File: src/rtl/load_unit_if.sv
// Load unit command/memory/result bundle.
// slave = load unit side, master = controller + memory side.
interface load_unit_if;
  logic        start;
  logic [1:0]  LoadCtrl;
  logic        sign_ext;
  logic [31:0] mem_rdata;
  logic        mem_ready;
  logic        mem_rd;
  logic        busy;
  logic        done;
  logic        err;
  logic [31:0] mdr_out;
  logic [31:0] ld_out;

  modport slave (
    input  start, LoadCtrl, sign_ext, mem_rdata, mem_ready,
    output mem_rd, busy, done, err, mdr_out, ld_out
  );

  modport master (
    output start, LoadCtrl, sign_ext, mem_rdata, mem_ready,
    input  mem_rd, busy, done, err, mdr_out, ld_out
  );
endinterface

File: src/rtl/load_unit.sv
// Multicycle load: holds mem_rd until mem_ready (or watchdog), captures MDR and extended lane; done 1 cycle after mem_ready.
// Memory backpressure is mem_ready; start is only accepted while idle, so callers wait for done.
module load_unit #(
  parameter int TIMEOUT = 16,
  parameter int CNT_W   = 8
) (
  input  logic        clk,
  input  logic        reset,
  load_unit_if.slave  bus
);

  typedef enum logic [1:0] {
    S_IDLE = 2'd0,
    S_WAIT = 2'd1,
    S_DONE = 2'd2,
    S_ERR  = 2'd3
  } state_t;

  localparam logic [CNT_W-1:0] CNT_LAST = CNT_W'(TIMEOUT - 1);
  localparam logic [CNT_W-1:0] CNT_ONE  = CNT_W'(1);

  state_t      state_q, state_d;
  logic [CNT_W-1:0] cnt_q, cnt_d;
  logic [1:0]  ctrl_q, ctrl_d;
  logic        sext_q, sext_d;
  logic [31:0] mdr_q, mdr_d;
  logic [31:0] ld_q, ld_d;
  logic [31:0] ext;
  logic        fill;

  // Byte and halfword lanes both sit at the top of the word, so the sign bit is always bit 31.
  always_comb begin
    fill = sext_q & bus.mem_rdata[31];
    ext  = bus.mem_rdata;
    case (ctrl_q)
      2'b01:   ext = {{24{fill}}, bus.mem_rdata[31:24]};
      2'b10:   ext = {{16{fill}}, bus.mem_rdata[31:16]};
      default: ext = bus.mem_rdata;
    endcase
  end

  always_comb begin
    state_d = state_q;
    cnt_d   = cnt_q;
    ctrl_d  = ctrl_q;
    sext_d  = sext_q;
    mdr_d   = mdr_q;
    ld_d    = ld_q;
    case (state_q)
      S_IDLE: begin
        if (bus.start) begin
          ctrl_d  = bus.LoadCtrl;
          sext_d  = bus.sign_ext;
          cnt_d   = '0;
          state_d = S_WAIT;
        end
      end
      S_WAIT: begin
        // A ready on the last counted cycle still completes normally.
        if (bus.mem_ready) begin
          mdr_d   = bus.mem_rdata;
          ld_d    = ext;
          state_d = S_DONE;
        end else if (cnt_q == CNT_LAST) begin
          state_d = S_ERR;
        end else begin
          cnt_d = cnt_q + CNT_ONE;
        end
      end
      S_DONE:  state_d = S_IDLE;
      S_ERR:   state_d = S_IDLE;
      default: state_d = S_IDLE;
    endcase
  end

  always_ff @(posedge clk or posedge reset) begin
    if (reset) begin
      state_q <= S_IDLE;
      cnt_q   <= '0;
      ctrl_q  <= 2'b00;
      sext_q  <= 1'b0;
      mdr_q   <= 32'h0;
      ld_q    <= 32'h0;
    end else begin
      state_q <= state_d;
      cnt_q   <= cnt_d;
      ctrl_q  <= ctrl_d;
      sext_q  <= sext_d;
      mdr_q   <= mdr_d;
      ld_q    <= ld_d;
    end
  end

  // Status outputs are pure decodes of the state register, so reset clears them immediately.
  assign bus.mem_rd  = (state_q == S_WAIT);
  assign bus.busy    = (state_q != S_IDLE);
  assign bus.done    = (state_q == S_DONE) || (state_q == S_ERR);
  assign bus.err     = (state_q == S_ERR);
  assign bus.mdr_out = mdr_q;
  assign bus.ld_out  = ld_q;

endmodule

File: src/flat_wrapper.sv
// flat-port wrapper written by rule: the top's interface ports become plain ports
module load_unit_flat 
#(
  parameter int TIMEOUT = 16,
  parameter int CNT_W   = 8
)
  (clk, reset, bus_start, bus_LoadCtrl, bus_sign_ext, bus_mem_rdata, bus_mem_ready, bus_mem_rd, bus_busy, bus_done, bus_err, bus_mdr_out, bus_ld_out);
  load_unit_if bus_i ();
  input  logic clk;
  input  logic reset;
  input wire logic [$bits(bus_i.start)-1:0] bus_start;
  input wire logic [$bits(bus_i.LoadCtrl)-1:0] bus_LoadCtrl;
  input wire logic [$bits(bus_i.sign_ext)-1:0] bus_sign_ext;
  input wire logic [$bits(bus_i.mem_rdata)-1:0] bus_mem_rdata;
  input wire logic [$bits(bus_i.mem_ready)-1:0] bus_mem_ready;
  output wire logic [$bits(bus_i.mem_rd)-1:0] bus_mem_rd;
  output wire logic [$bits(bus_i.busy)-1:0] bus_busy;
  output wire logic [$bits(bus_i.done)-1:0] bus_done;
  output wire logic [$bits(bus_i.err)-1:0] bus_err;
  output wire logic [$bits(bus_i.mdr_out)-1:0] bus_mdr_out;
  output wire logic [$bits(bus_i.ld_out)-1:0] bus_ld_out;
  assign bus_i.start = bus_start;
  assign bus_i.LoadCtrl = bus_LoadCtrl;
  assign bus_i.sign_ext = bus_sign_ext;
  assign bus_i.mem_rdata = bus_mem_rdata;
  assign bus_i.mem_ready = bus_mem_ready;
  assign bus_mem_rd = bus_i.mem_rd;
  assign bus_busy = bus_i.busy;
  assign bus_done = bus_i.done;
  assign bus_err = bus_i.err;
  assign bus_mdr_out = bus_i.mdr_out;
  assign bus_ld_out = bus_i.ld_out;
  load_unit #(.TIMEOUT(TIMEOUT), .CNT_W(CNT_W)) u_core (.clk(clk), .reset(reset), .bus(bus_i));
endmodule
File: config.mk
export PLATFORM = sky130hd
export DESIGN_NAME = load_unit_flat
export DESIGN_NICKNAME = d
export VERILOG_FILES = /design/src/rtl/load_unit_if.sv /design/src/rtl/load_unit.sv /design/src/flat_wrapper.sv
export SDC_FILE = /design/constraint.sdc
export NUM_CORES = 1
export LEC_CHECK = 0
export CAP_MARGIN = 20
export CORE_UTILIZATION = 52
export CTS_BUF_LIST = sky130_fd_sc_hd__clkbuf_4
export DETAILED_ROUTE_END_ITERATION = 7
export GPL_TIMING_DRIVEN = 0
export HOLD_SLACK_MARGIN = 0.06
export PLACE_DENSITY_LB_ADDON = 0.05
export SLEW_MARGIN = 5
export SYNTH_ARGS = -nofsm -noshare
export SYNTH_HDL_FRONTEND = slang
export SYNTH_SLANG_ARGS = --single-unit
File: constraint.sdc
create_clock -name clk -period 4.04 [get_ports clk]
set_input_delay 0.808 -clock clk [delete_from_list [all_inputs] [get_ports clk]]
set_output_delay 0.808 -clock clk [all_outputs]
set_load 0.02 [all_outputs]
==> metrics.yaml <==
num_io_pins: 107
whs_path_depth: 1
ys.flop_type: "dfrtp_1"
maxCapViolations: 0
worst_pin_slew_ps: 476.7
start_util: 0.5406
hold_viol: 0
cts.path.max_buffers: 2
synth-seq-area-share: 0.5582
relSlewSlack: 0.6822
post_drt_wl_per_cell_microns: 15.26
finalNetCount: 545
grt_max_degree: 41
std_cell_rows: 29
cts_buffers: 9
fin_worst_skew_ps: 14.91
worstPathRequired_ps: 3230
first_iter_violations: 153
grt_pass1_wl_mm: 14.89
portBuffers: 106
reg2reg_to: "u_core.bus.ld_out[17]$_DFFE_PP0P_"
synth_top_area_cell: "dfrtp_1"
drcViolationCount: 0
ir_worst_vdd_mv: 0.5073
fmax_mhz: 385.7
grt_pass1_vias: 3043
ys_top_cells_by_count: "135 x nand2_1, 77 x dfrtp_1, 25 x nand3_1"
p_leak_uw: 0.002292
ant_nets: 0
synthArstFlopShare: 1.000
crit_start: "u_core.state_q[1]$_DFFE_PP0P_"
hold_path.class: "flip-flop to flip-flop"
clock-sinks: 77
num_vias: 3152
synthDistinctLibCells: 37
n_fill_cell: 503
vias_per_cell: 5.397
place_congestion: 0.8559
dr.pass1.iters: 4
period_needed_ps: 2592
overflow: 0
reg2reg_from: "u_core.ctrl_q[0]$_DFFE_PP0P_"
setup_viol: 0
core_sq_mm: 0.006386
clock_latency_ps: 420
fin_setup_tns_ps: 0
cts-hold-fix-buffers: 0
fp.dieW_microns: 83.48
post_cts_buffers: 0
synth_nets: 427
synth_seq_cells: 77
cts_tree: "yes"
diodes: 0
outcome: "finished, final reports clean"
drt_wl_total_mm: 8.910
slew_violations: 0
grt_antenna_before_repair: 0
die_area_sq_mm: 0.006968
synth_edf_count: 0
cp-end-kind: "primary output"
grt_setup_unrepaired: "false"
cts_root_buffer: "clkbuf_4"
grt_use_total: 0.2721
startpoint_type: "flip-flop"
synth.most_common_cell: "nand2_1"
cp_max_fo: 9
cts_resized: 0
fin_cells: 584
arrival_ps: 1780
endpoint: "bus_mem_rd"
reg2reg_depth: 6
h-tree-depth: 3
place_hpwl_mm: 6.636
yosysWarnings: 0
drive_above_1_share: 0.07890
dp_cells: 569
period_share: 0.6417
r2r_slack_ps: 2120
syn-instance-count: 385
netlist_top_cells_area: "dfrtp_1 56%, nand2_1 15%, nand3_1 3.6%"
avgSynthCellArea_sq_um: 8.966
power_density_mw_per_mm2: 788.5
cts.clk_slew.worst_paths_ps: 110
worstSetupPathType: "flip-flop to primary output"
synth_top_area_share: 0.5582
area_growth_pct: 39.25
fp.dieH_microns: 83.48
syn-cell-area_sq_mm: 0.003452
-- power breakdown --
group,leakage (uW),switching (uW),total (uW),internal (uW)
Clock,0.0000962,259,575,315
Combinational,0.00122,1050,1910,859
Sequential,0.000977,207,1310,1100
-- worst min path at each step --
stage,start,endpoint,slack [ps]
6_report,u_core.cnt_q[7]$_DFFE_PP0P_,u_core.cnt_q[7]$_DFFE_PP0P_,480
3_3_place_gp,u_core.bus.mdr_out[28]$_DFFE_PP0P_,u_core.bus.mdr_out[28]$_DFFE_PP0P_,460
5_1_grt,u_core.cnt_q[7]$_DFFE_PP0P_,u_core.cnt_q[7]$_DFFE_PP0P_,510
4_1_cts,u_core.cnt_q[7]$_DFFE_PP0P_,u_core.cnt_q[7]$_DFFE_PP0P_,480
2_1_floorplan,u_core.cnt_q[7]$_DFFE_PP0P_,u_core.cnt_q[7]$_DFFE_PP0P_,440
3_5_place_dp,u_core.bus.mdr_out[28]$_DFFE_PP0P_,u_core.bus.mdr_out[28]$_DFFE_PP0P_,470
-- cells in the final DEF (no fill, tap or decap), types with 2 or more instances in the layout --
master,instances
nand2_1,135
o31ai_1,8
mux2_2,2
ha_1,3
nor2b_1,8
a21oi_1,20
buf_2,4
or3_1,2
clkbuf_4,10
clkdlybuf4s50_1,106
a22oi_1,8
clkinv_2,2
a21o_1,2
nand2b_1,2
nand3_2,10
bufinv_16,3
inv_1,8
dfrtp_1,77
nand3_1,25
nor2_1,13
o21ai_0,18
clkbuf_1,17
buf_6,2
and2_1,3
-- metal layers --
layer  global-route usage  share of wire  vias up  wire (microns)
met1               0.3684           0.43     1520            3831
met5                    0              0        -               0
met4               0.1063          0.021        0             183
met3              0.04847          0.067       17             596
met2               0.4404           0.48      110            4299
li1                     -              -     1505               -
-- area by class of cell --
| class | count | area (sq um) | share of cell area |
|---|---|---|---|
| clock buffer | 10 | 75.07 | 0.01562 |
| inverter | 9 | 36.28 | 0.007548 |
| tap | 77 | 96.34 | 0.02004 |
| clock inverter | 5 | 100.1 | 0.02082 |
| sequential | 77 | 1927 | 0.4008 |
| buffer | 24 | 110.1 | 0.02290 |
| timing repair buffer | 107 | 1081 | 0.2249 |
| multi-input combinational | 275 | 1381 | 0.2873 |
-- state kept, by name, indices dropped and copies added, names as in the netlist --
register and flops:
u_core.bus.mdr_out 32, u_core.cnt_q 8, u_core.bus.ld_out 32, u_core.ctrl_q 2
u_core.state_q 2, u_core.sext_q 1
-- through the flow --
stage | instance area [sq um] | total power (uW) | setup WS [ps] | util | hold WS (ps)
2_1_floorplan | 3452 | 2336 | 1265 | - | 441.9
3_3_place_gp | 4609 | 3174 | 43.00 | 0.7218 | 458.8
3_5_place_dp | 4632 | 3236 | 1531 | 0.7253 | 465.6
4_1_cts | 4807 | 3809 | 1430 | 0.7527 | 484.6
5_1_grt | 4807 | 4029 | 1362 | 0.7527 | 513.0
6_report | 4807 | 3790 | 1448 | 0.7527 | 480.3
-- cell families after synthesis --
family,count (synthesis),share of synthesized area
and+or+nand+nor,207,0.2726
buffers and inverters,33,0.04168
adders and majority gates,3,0.01087
AOI/OAI and AO/OA,63,0.1102
muxes,2,0.006524
DFF,77,0.5582
-- critical path: stages, from the launching register on --
cell	delay, ps
dfrtp_1	430
and2b_1	220
buf_6	130
clkdlybuf4s50_1	600
(Power assumes the default switching activity.)
